## config.mk

```make
export PLATFORM = sky130hd
export DESIGN_NAME = prog_rate_divider
export DESIGN_NICKNAME = d
export VERILOG_FILES = /design/src/rtl/prog_rate_divider.sv
export SDC_FILE = /design/constraint.sdc
export NUM_CORES = 1
export LEC_CHECK = 0
export CAP_MARGIN = 10
export CELL_PAD_IN_SITES_DETAIL_PLACEMENT = 0
export CELL_PAD_IN_SITES_GLOBAL_PLACEMENT = 2
export CORE_ASPECT_RATIO = 1.1
export CORE_MARGIN = 4
export CORE_UTILIZATION = 30
export DETAILED_ROUTE_END_ITERATION = 7
export PLACE_DENSITY_LB_ADDON = 0.1
export SYNTH_ARGS = -nofsm -noshare
export SYNTH_HDL_FRONTEND = slang
export SYNTH_SLANG_ARGS = --single-unit
```

## constraint.sdc

```tcl
create_clock -name clock -period 4.2 [get_ports clock]
set_clock_uncertainty 0.1 [all_clocks]
set_input_delay 0.84 -clock clock [delete_from_list [all_inputs] [get_ports clock]]
set_output_delay 0.84 -clock clock [all_outputs]
set_load 0.02 [all_outputs]
```

## src/rtl/prog_rate_divider.sv

```systemverilog
// rtl/prog_rate_divider.sv - programmable rate divider with periodic and one-shot modes
module prog_rate_divider #(
   parameter int WIDTH          = 32,
   parameter int DEFAULT_PERIOD = 500000,
   parameter int DEFAULT_MODE   = 0,
   parameter int CNT_WIDTH      = 16
) (
   input  logic                 clock,
   input  logic                 reset,
   input  logic                 enable,
   input  logic                 load,
   input  logic [WIDTH-1:0]     period_in,
   input  logic                 mode_in,
   input  logic                 start,
   output logic                 out_pulse,
   output logic                 busy,
   output logic                 done,
   output logic [WIDTH-1:0]     count,
   output logic [CNT_WIDTH-1:0] pulse_count
);

   // busy and done are the state bits themselves, so both stay pure register outputs
   typedef enum logic [1:0] {
      IDLE = 2'b00,
      RUN  = 2'b01,
      DONE = 2'b10
   } state_t;

   localparam logic [WIDTH-1:0] ONE         = WIDTH'(1);
   localparam logic [WIDTH-1:0] DEF_PERIOD  = WIDTH'(DEFAULT_PERIOD);
   localparam logic             DEF_MODE    = 1'(DEFAULT_MODE);
   localparam logic             MODE_ONESHOT = 1'b1;

   state_t               state;
   logic [WIDTH-1:0]     period_q;
   logic                 mode_q;
   logic [WIDTH-1:0]     counter;
   logic [WIDTH-1:0]     load_period;

   assign load_period = (period_in == '0) ? ONE : period_in;

   always_ff @(posedge clock) begin
      if (reset) begin
         period_q    <= DEF_PERIOD;
         mode_q      <= DEF_MODE;
         counter     <= DEF_PERIOD - ONE;
         state       <= (DEF_MODE == MODE_ONESHOT) ? IDLE : RUN;
         out_pulse   <= 1'b0;
         pulse_count <= '0;
      end else if (load) begin
         period_q    <= load_period;
         mode_q      <= mode_in;
         counter     <= load_period - ONE;
         state       <= (mode_in == MODE_ONESHOT) ? IDLE : RUN;
         out_pulse   <= 1'b0;
         pulse_count <= '0;
      end else begin
         out_pulse <= 1'b0;
         if (start && mode_q == MODE_ONESHOT) begin
            // start from any state (re)arms the one-shot with a full period
            state   <= RUN;
            counter <= period_q - ONE;
         end else if (state == RUN && enable) begin
            if (counter == '0) begin
               counter     <= period_q - ONE;
               out_pulse   <= 1'b1;
               pulse_count <= pulse_count + CNT_WIDTH'(1);
               if (mode_q == MODE_ONESHOT)
                  state <= DONE;
            end else begin
               counter <= counter - ONE;
            end
         end
      end
   end

   assign busy  = state[0];
   assign done  = state[1];
   assign count = counter;

endmodule

```

==> impl_metrics.json <==
{
  "status": "finished clean",
  "start_util_pct": 31.0,
  "num_antenna_cells": 0,
  "ios": 89,
  "wl_per_cell_um": 20.5,
  "critPathCaptureType": "register",
  "timing.setup.tns_ns": 0,
  "rows": 51,
  "peakVddDrop_uv": 192,
  "syn_to_final_growth_pct": 32.8,
  "worstPathRequired_ns": 4.31,
  "cts_resized": 0,
  "avgSynthCellArea_sq_um": 7.79,
  "yosys-top-cells-count": "104 x nor2_1, 84 x dfxtp_1, 62 x nand2_1",
  "synth_top_flop_cell": "dfxtp_1",
  "min_period_ns": 3.86,
  "yosysMostFrequentCell": "nor2_1",
  "ys_ff_latch": 84,
  "startpoint_type": "input port",
  "slew_violations": 0,
  "synthDistinctLibCells": 68,
  "routed_wl_um": 22200,
  "fmax_ghz": 0.259,
  "worst_pin_slew_ns": 0.810,
  "vias": 6066,
  "yosysTopAreaCell": "dfxtp_1",
  "path_class": "input port to register",
  "holdWs_ns": 0.381,
  "antenna_found_initial": 0,
  "setup-violations-final": 0,
  "route.detailed.drc": 0,
  "globalplace.congestion": 0.893,
  "period_share_pct": 91.8,
  "grt_pass1_wl_um": 33700,
  "yosysWarnings": 0,
  "cts.sinks": 84,
  "ys_top_cells_by_area": "dfxtp_1 30%, nor2_1 7.0%, xor2_1 6.5%, mux2i_1 5.4%, xnor2_1 4.7%",
  "syn_inst": 714,
  "cp_max_fo": 8,
  "final_nets": 885,
  "hp-class": "register to register",
  "num-fill-cells": 1825,
  "cts_tree": "yes",
  "die-area_sq_mm": 0.0208,
  "syn_area_sq_mm": 0.00556,
  "synth_top_area_share_pct": 30.2,
  "numCtsBuffers": 9,
  "port_buffers": 88,
  "drtIter0Drc": 356,
  "drive_above_1_share_pct": 11.0,
  "drt_pass1_iterations": 6,
  "arrival_ns": 3.96,
  "postCtsHoldBufs": 0,
  "dpl.hpwl_um": 16500,
  "grt_pass1_vias": 5731,
  "die_x_um": 138,
  "rsz0062_at_grt": "false",
  "core_area_sq_mm": 0.0179,
  "placed_area_sq_mm": 0.00708,
  "globalRouteTotalUtil_pct": 21.4,
  "clkLatencyLatePin_ns": 0.35,
  "async_flop_share_pct": 0,
  "synth_edf_count": 0,
  "ys_seq_area_share_pct": 30.2,
  "slew_headroom_pct": 45.3,
  "final_area_sq_mm": 0.00738,
  "drtAntennaViolNets": 0,
  "p_leak_nw": 2.66,
  "maxCapViolCount": 0,
  "post_cts_buffers": 0,
  "cts-root-buf": "clkbuf_16",
  "die_h_um": 151,
  "cts_buffer_depth": 2,
  "cts_max_level": 3,
  "grt_max_degree": 47,
  "grt-ovfl-total": 0,
  "cts.clk_slew.worst_paths_ns": 0.06,
  "synth_nets": 757,
  "hold_violations": 0,
  "power.density_mw_per_mm2": 306,
  "routed_via_density": 5.60
}
[sequential cells by signal (all words and copies together), names as in the netlist]
signal,cells
pulse_count,16
period_q,32
count,32
state,2
out_pulse,1
mode_q,1
[cells by family after synthesis]
| group | count (synthesis) | synth area share, % |
|---|---|---|
| muxes | 30 | 5.40 |
| buffers and inverters | 42 | 2.88 |
| adders and majority gates | 5 | 1.13 |
| AOI/OAI and AO/OA | 141 | 17.8 |
| and+or+nand+nor | 341 | 31.3 |
| DFF | 84 | 30.2 |
| xor gates and xnor gates | 71 | 11.2 |
[layout by cell type (no fill, tap or decap), drive strengths merged, types with 5 or more instances in the layout]
cell type,instances
o21a,6
nand4,13
nor4b,6
inv,7
nor3,41
xnor2,30
nor2,104
buf,65
nand3,19
o211ai,13
or4,15
o21ai,19
nor4,32
a21oi,28
or3,14
clkbuf,10
and3,10
o31ai,9
mux2i,30
a22oi,8
nand2b,5
xor2,41
a211oi,13
ha,5
clkdlybuf4s50,86
o41ai,5
dfxtp,84
nand2,62
[layer usage]
layer | wire, um | share of wire, % | GRT usage [%]
met4 | 437 | 2.0 | 6.47
met3 | 1400 | 6.3 | 3.22
met1 | 10100 | 45 | 29.4
met2 | 10300 | 46 | 34.4
met5 | 0 | 0 | 0
[worst paths after layout]
path	start	to	slack, ns	cells after the start
max	period_in[6]	count[24]	0.34	13
min	pulse_count[9]	pulse_count[9]	0.38	2
max reg2reg	count[11]	count[0]	1.33	8
min reg2reg	pulse_count[9]	pulse_count[9]	0.38	2
[worst max-delay path, stage by stage]
cell and delay (ns):
clkdlybuf4s50_1 0.42, or4_4 0.55, or3_4 0.44, nor4b_2 0.37, nor2_1 0.08, ha_1 0.23
or3b_2 0.19, or4_1 0.16, buf_4 0.18, nor3_1 0.06, xor2_1 0.14, a22oi_1 0.20
a211oi_1 0.09
[layout make-up]
class                      count  area (sq um)  area share [%]
tap                          238           298            4.03
clock buffer                  10           229            3.10
timing repair buffer         151          1340            18.2
multi-input combinational    588          3720            50.4
sequential                    84          1680            22.8
clock inverter                 5          77.6            1.05
inverter                       8          30.0           0.407
[per-stage QoR]
step | std cells | worst slack [ns] | total power, mW | utilization [%]
after CTS | 1084 | 0.374 | 2.27 | 41.2
final | 1084 | 0.345 | 2.26 | 41.2
after floorplan | 714 | 0.336 | 1.16 | -
after detailed placement | 1069 | 0.0137 | 1.40 | 39.5
after global placement | 1069 | 0.0821 | 1.40 | 39.5
after global routing | 1084 | 0.180 | 2.35 | 41.2
[power by group]
part,switching [mW],internal [mW],total (mW)
Clock,0.356,0.517,0.873
Sequential,0.0757,0.843,0.919
Combinational,0.255,0.209,0.464
Total,0.686,1.57,2.26
(Power assumes the default switching activity.)
